### src/rtl/divu_iter.sv
// -----------------------------------------------------------------------------
// divu_iter -- iterative unsigned restoring divider, one quotient bit per clock.
//
// Sits in front of the enable-gated execute-stage result registers: the ready
// pulse is their write enable, busy is the stall term for upstream enables.
//
// Handshake: start is sampled on a rising edge of clk while the divider is in
// IDLE or DONE; it is ignored (not queued) while busy is high. Exactly one
// ready pulse follows each accepted start unless clr aborts the operation.
// q/r/divzero are valid during the ready cycle and hold until the next
// completion or clr.
//
// Ports:
//   clk        rising-edge clock
//   clr        synchronous active-high reset, priority over start
//   start      request a division (accepted in IDLE/DONE)
//   a, b       dividend / divisor, captured with an accepted start
//   q, r       registered quotient / remainder
//   busy       high in every RUN cycle
//   ready      one-cycle completion pulse
//   divzero    registered; completed division had b == 0
//   dbg_state  current FSM state (0 IDLE, 1 RUN, 2 DONE)
// -----------------------------------------------------------------------------
module divu_iter #(
    parameter int WIDTH = 32
) (
    input  logic             clk,
    input  logic             clr,
    input  logic             start,
    input  logic [WIDTH-1:0] a,
    input  logic [WIDTH-1:0] b,
    output logic [WIDTH-1:0] q,
    output logic [WIDTH-1:0] r,
    output logic             busy,
    output logic             ready,
    output logic             divzero,
    output logic [1:0]       dbg_state
);

    localparam int CW = $clog2(WIDTH) + 1;
    localparam logic [CW-1:0] LAST = CW'(WIDTH - 1);

    typedef enum logic [1:0] {
        S_IDLE = 2'd0,
        S_RUN  = 2'd1,
        S_DONE = 2'd2
    } state_t;

    state_t           state_q, state_d;
    logic [CW-1:0]    cnt_q, cnt_d;
    logic [WIDTH-1:0] qw_q, qw_d;      // dividend shifts out, quotient shifts in
    logic [WIDTH-1:0] rem_q, rem_d;    // working remainder
    logic [WIDTH-1:0] dvs_q, dvs_d;    // captured divisor
    logic [WIDTH-1:0] q_q, q_d;
    logic [WIDTH-1:0] r_q, r_d;
    logic             busy_q, busy_d;
    logic             ready_q, ready_d;
    logic             dz_q, dz_d;

    // One restoring step. trial[WIDTH] set means the subtraction went negative.
    logic [WIDTH:0]   trial;
    logic [WIDTH-1:0] qw_step;
    logic [WIDTH-1:0] rem_step;

    always_comb begin
        trial    = {rem_q, qw_q[WIDTH-1]} - {1'b0, dvs_q};
        qw_step  = {qw_q[WIDTH-2:0], ~trial[WIDTH]};
        rem_step = trial[WIDTH] ? {rem_q[WIDTH-2:0], qw_q[WIDTH-1]}
                                : trial[WIDTH-1:0];
    end

    always_comb begin
        state_d = state_q;
        cnt_d   = cnt_q;
        qw_d    = qw_q;
        rem_d   = rem_q;
        dvs_d   = dvs_q;
        q_d     = q_q;
        r_d     = r_q;
        busy_d  = busy_q;
        ready_d = 1'b0;
        dz_d    = dz_q;

        unique case (state_q)
            S_IDLE, S_DONE: begin
                busy_d  = 1'b0;
                state_d = S_IDLE;
                if (start) begin
                    qw_d  = a;
                    dvs_d = b;
                    rem_d = '0;
                    cnt_d = '0;
                    if (b != '0) begin
                        state_d = S_RUN;
                        busy_d  = 1'b1;
                    end else begin
                        // Divide by zero completes on the accepting edge.
                        q_d     = '1;
                        r_d     = a;
                        dz_d    = 1'b1;
                        ready_d = 1'b1;
                        state_d = S_DONE;
                    end
                end
            end
            S_RUN: begin
                qw_d  = qw_step;
                rem_d = rem_step;
                cnt_d = cnt_q + 1'b1;
                if (cnt_q == LAST) begin
                    q_d     = qw_step;
                    r_d     = rem_step;
                    dz_d    = 1'b0;
                    busy_d  = 1'b0;
                    ready_d = 1'b1;
                    state_d = S_DONE;
                end
            end
            default: begin
                state_d = S_IDLE;
                busy_d  = 1'b0;
            end
        endcase
    end

    always_ff @(posedge clk) begin
        if (clr) begin
            state_q <= S_IDLE;
            cnt_q   <= '0;
            qw_q    <= '0;
            rem_q   <= '0;
            dvs_q   <= '0;
            q_q     <= '0;
            r_q     <= '0;
            busy_q  <= 1'b0;
            ready_q <= 1'b0;
            dz_q    <= 1'b0;
        end else begin
            state_q <= state_d;
            cnt_q   <= cnt_d;
            qw_q    <= qw_d;
            rem_q   <= rem_d;
            dvs_q   <= dvs_d;
            q_q     <= q_d;
            r_q     <= r_d;
            busy_q  <= busy_d;
            ready_q <= ready_d;
            dz_q    <= dz_d;
        end
    end

    assign q         = q_q;
    assign r         = r_q;
    assign busy      = busy_q;
    assign ready     = ready_q;
    assign divzero   = dz_q;
    assign dbg_state = state_q;

endmodule
### config.mk
export PLATFORM = sky130hd
export DESIGN_NAME = divu_iter
export DESIGN_NICKNAME = d
export VERILOG_FILES = /design/src/rtl/divu_iter.sv
export SDC_FILE = /design/constraint.sdc
export NUM_CORES = 1
export LEC_CHECK = 0
export ABC_CLOCK_PERIOD_IN_PS = 3200
export CORE_MARGIN = 4
export CORE_UTILIZATION = 50
export CTS_CLUSTER_DIAMETER = 40
export DETAILED_ROUTE_END_ITERATION = 16
export PLACE_DENSITY = 0.78
export REMOVE_ABC_BUFFERS = 1
export SKIP_LAST_GASP = 1
export SLEW_MARGIN = 20
export SYNTH_ARGS = -nofsm -noshare
export SYNTH_HDL_FRONTEND = slang
export SYNTH_SLANG_ARGS = --single-unit
### constraint.sdc
create_clock -name clk -period 3.2 [get_ports clk]
set_input_delay 0.64 -clock clk [delete_from_list [all_inputs] [get_ports clk]]
set_output_delay 0.64 -clock clk [all_outputs]
set_load 0.1 [all_outputs]
After elaboration in Yosys (flattened, before gate mapping)
Cells that the tools add are included.
- add/subtract/negate cells: 2
- equality and inequality tests: 6
- mux-type cells: 30
- bitwise operators: 1
- reduce and logical (&&, ||, !) cells: 7
- operators with widths (cell ; count):
    $mux 32 ; 9
    $pmux 32 s2 ; 4
    $sub 33x32->33 ; 1
    $reduce_bool 32->1 ; 1
    $pmux 6 s2 ; 1
    $mux 1 ; 8
    $add 6x1->6 const B ; 1
    $eq 6x5->1 const B ; 1
    $mux 2 ; 3
    $mux 6 ; 1
    $ne 2x2->1 const B ; 3
    $pmux 1 s2 ; 3
    $pmux 2 s2 ; 1
    $reduce_and 2->1 ; 2
    $reduce_and 4->1 ; 1
    $eq 2x1->1 const B ; 1
    $eq 2x2->1 const B ; 1
    $logic_not 2->1 ; 1
    $reduce_bool 2->1 ; 1
    $reduce_or 2->1 ; 1
    $not 1->1 ; 1
- flip-flop bits (word level): 171
- input bits: 67
- output and inout port bits: 69
- logic and storage cells: 56

Longest topological paths before layout
- word-level depth: 4
- gate-level depth with buffers: 13
- depth with buffers taken out: 11

Least setup slack after synthesis
Ideal clock, no wire load.
- path type: reg2reg
- start: register qw_q[31]
- end: register r_q[13], in the netlist r[13]
- library setup time: 0.085 ns
- data arrival time: 3.085 ns
- required time: 3.115 ns
- slack: 0.030 ns
- cell stages (with the launch flop): 14
- path buffers: 2
- clock period less this slack: 3.170 ns
- cell sequence: dfxtp_1 -> inv_1 -> ha_1 -> fa_1 -> nor2b_4 -> o31a_4 -> o311a_1 -> o2111a_1 -> nor4_4 -> or4_1 -> buf_6 -> buf_6 -> mux2_4 -> o31ai_2
- longest elaborated chain between the ends: 4
- ends and longest elaborated chain (what ; line ; source):
    start, declared ; 51 ; logic [WIDTH-1:0] qw_q, qw_d;
    start signal, assigned ; 141 ; qw_q <= qw_d;
    $sub 33x32->33 ; 66 ; trial = {rem_q, qw_q[WIDTH-1]} - {1'b0, dvs_q};
    $mux 32 ; 68 ; rem_step = trial[WIDTH] ? {rem_q[WIDTH-2:0], qw_q[WIDTH-1]}
    $mux 32 ; 110 ; if (cnt_q == LAST) begin
    $pmux 32 s2 ; 84 ; unique case (state_q)
    end signal, assigned ; 145 ; r_q <= r_d;
    end, declared ; 55 ; logic [WIDTH-1:0] r_q, r_d;
Every way passes these cells. The select of a mux whose other input is x is not followed.
A chain may end at the register's enable or synchronous reset.

Final worst setup path
- start: register qw_q[31]
- end: register r_q[16], in the netlist r[16]
Same word-level chain as after synthesis.

==> results_dict.tcl <==
set metrics [dict create \
    path_clk_slew_ns 0.07 \
    area_delta_synth_final_pct 28.2 \
    final_cell_mix "nand2_1 (179), dfxtp_1 (168), nor2_1 (130)" \
    synth.area.top_cells "dfxtp_1 (38%), nand2_1 (7.6%), a21oi_1 (5.5%), nor2_1 (5.4%), ha_1 (4.6%)" \
    fin_ws_ns 0.0436 \
    rsz0062_at_grt "yes" \
    cp_data_required_time_ns 3.50 \
    grt.overflow.total 0 \
    crit_arrival_ns 3.45 \
    vdd_drop_max_mv 0.457 \
    fin_util_pct 66.3 \
    dp_slack_ns -0.0426 \
    power_density_nw_per_um2 653 \
    rows 48 \
    max_clock_freq_mhz 317 \
    ant_nets 0 \
    min_path_type "reg2reg" \
    dp_hpwl_um 19500 \
    fin_nets 1393 \
    worst_pin_slew_ns 0.944 \
    layout_commonest_cell "nand2_1" \
    grt_usage_pct 25.9 \
    drive_above_1_share_pct 17.6 \
    crit_path_end_kind "register" \
    slew_headroom_pct 37.1 \
    sw_frac_of_total_pct 36.1 \
    fp.dieH_um 142 \
    critPathKind "reg2reg" \
    max_cap_viol_count 0 \
    timing.final.crit_share_pct 98.6 \
    leakage_nw 4.55 \
    diodes 0 \
    setup_viol_count_final 0 \
    synth-seq-cells 170 \
    grt_pass1_vias 8184 \
    clk_path_buf_depth 2 \
    grt_max_degree 89 \
    avgRoutedWirePerCell_um 17.8 \
    fin_crit_ns 3.16 \
    cts.sinks 170 \
    die_w_um 142 \
    ys_seq_area_share_pct 37.7 \
    grt_pass1_wl_um 42800 \
    switchingPower_w 0.00273 \
    rrSetupSlack_ns 0.04 \
    htree_num_levels 4 \
    synth_cell_type_count 71 \
    numCtsBuffers 17 \
    tritoncts "yes" \
    synth_edf_count 0 \
    async_flop_share_pct 0 \
    synth_top_area_share_pct 37.7 \
    pin_count 136 \
    p_int_w 0.00483 \
    routabilityCongestion 0.926 \
    slew_violations 0 \
    finalHoldViolations 0 \
    clockRootBuffer "clkbuf_16" \
    via_per_inst 5.92 \
    firstDrtPassIters 5 \
    insertion_delay_ns 0.43 \
    start_kind "register" \
    syn_avg_cell_area_um2 7.76 \
    yosysWarningCount 0 \
    drtIter0Drc 800 \
    initial_core_util_pct 51.7 \
    cp_max_fo 4 \
    num_vias 9058 \
    drt_wl_total_um 27300 \
    synth_cells 1165 \
    outcome "finished clean" \
    p_comb_share_pct 40.2 \
    seq_power_share_pct 31.1 \
    portBuffers 135 \
    synth_flop_cell "dfxtp_1" \
    core-area_um2 17500 \
    syn-cell-area_um2 9040 \
    drc 0 \
    final.setup_skew_ns 0.00792 \
    pwr-share-clk_pct 28.7 \
    post-synth-top-area-cell "dfxtp_1" \
    dieArea_um2 20300 \
    antenna_found_initial 0 \
]
-- final cells by class --
cell class,count,area [µm²]
timing repair buffer,201,1780
tap,225,282
fill,1443,5890
multi-input combinational,860,5350
clock buffer,20,447
inverter,42,158
clock inverter,12,164
sequential,170,3410
-- power groups by stage --
stage          logic, W  registers (W)  clock network [W]
2_1_floorplan   0.00174        0.00237                  0
3_3_place_gp    0.00260        0.00238                  0
3_5_place_dp    0.00263        0.00239                  0
4_1_cts         0.00267        0.00234            0.00217
5_1_grt         0.00327        0.00237            0.00229
6_report        0.00304        0.00235            0.00217
-- cell usage after synthesis, types with 3 or more instances --
master     instances
nor3_1            49
buf_1             15
mux2_2             9
o211ai_1          11
a21o_1            11
nand4_1            8
nor4_1            17
dfxtp_1          170
a32oi_1            4
a31oi_1            6
clkbuf_1          67
buf_2              5
buf_4              3
nand3_1           21
o21ai_0           57
a21oi_1           99
a211oi_1          33
ha_1              33
a221oi_1           4
xnor2_1           10
or3_1              3
and4_1             5
o31ai_1           20
nand2_1          182
nor2_1           130
o32ai_1            5
nand3b_1           4
xor2_1             8
a2111oi_0          3
or4_1              3
and2_1             4
a311oi_1          35
o2111a_1           3
inv_1             42
and3_1             4
nand2b_1           5
mux2i_1           12
nor2b_1            7
o21a_1            12
-- worst paths after layout --
| path | end | startpoint | depth (start not counted) |
|---|---|---|---|
| setup / recovery | r[16] | qw_q[31] | 13 |
| hold / removal | dvs_q[24] | dvs_q[24] | 2 |
| setup reg to reg | r[16] | qw_q[31] | 13 |
| hold reg to reg | dvs_q[24] | dvs_q[24] | 2 |
-- metrics by stage --
step / cell area [µm²] / std cells / hold slack (ns) / power (W) / setup TNS [ns]
final: 11600 / 1530 / 0.454 / 0.00756 / 0
after global routing: 11600 / 1530 / 0.471 / 0.00792 / -0.122
after CTS: 11300 / 1525 / 0.456 / 0.00719 / 0
after detailed placement: 10700 / 1493 / 0.447 / 0.00501 / -0.208
after global placement: 10700 / 1493 / 0.442 / 0.00498 / 0
after floorplan: 8660 / 1072 / 0.430 / 0.00411 / -303.75
-- cells by family after synthesis --
logic type | Yosys count | synth area share [%]
flops | 170 | 37.7
fa+ha+maj | 34 | 4.79
mux | 22 | 2.62
compound gates | 331 | 24.5
simple gates | 455 | 22.7
xor+xnor | 18 | 1.74
buf+inv | 135 | 5.98
-- sequential cells by signal, summed over array words and instances (netlist names) --
signal and flops:
q 32, qw_q 32, rem_q 32, divzero 1, cnt_q 6, dvs_q 32
dbg_state 2, r 32, ready 1
-- timing repair --
| item | CTS | global route |
|---|---|---|
| pin swaps | 0 | 12 |
| buffers inserted | 0 | 2 |
| cloned | 0 | 3 |
| resized for setup | 4 | 39 |
| hold buffers | 0 | 0 |
| setup endpoints to repair | 11 | 59 |
-- routing by layer --
metal  track usage [%]  share of wire, %  routed length [µm]  vias to the layer above
li1                  -                 -                   -                     4443
met1              37.1                45               12300                     4180
met2              40.4                45               12300                      388
met3              3.66               7.6                2070                       47
met4              8.20               2.3                 627                        0
met5                 0                 0                   0                        -
-- worst max-delay path, stage by stage, from the launching register on --
cell and delay, ns:
dfxtp_2 0.33, inv_2 0.07, ha_4 0.14, fa_2 0.24
nor2b_4 0.05, o31a_4 0.27, o311a_4 0.33, buf_6 0.13
o2111ai_4 0.19, a21oi_2 0.09, or4_4 0.50, clkbuf_16 0.19
nor3_1 0.35, o32ai_1 0.15
(Power assumes the default switching activity.)
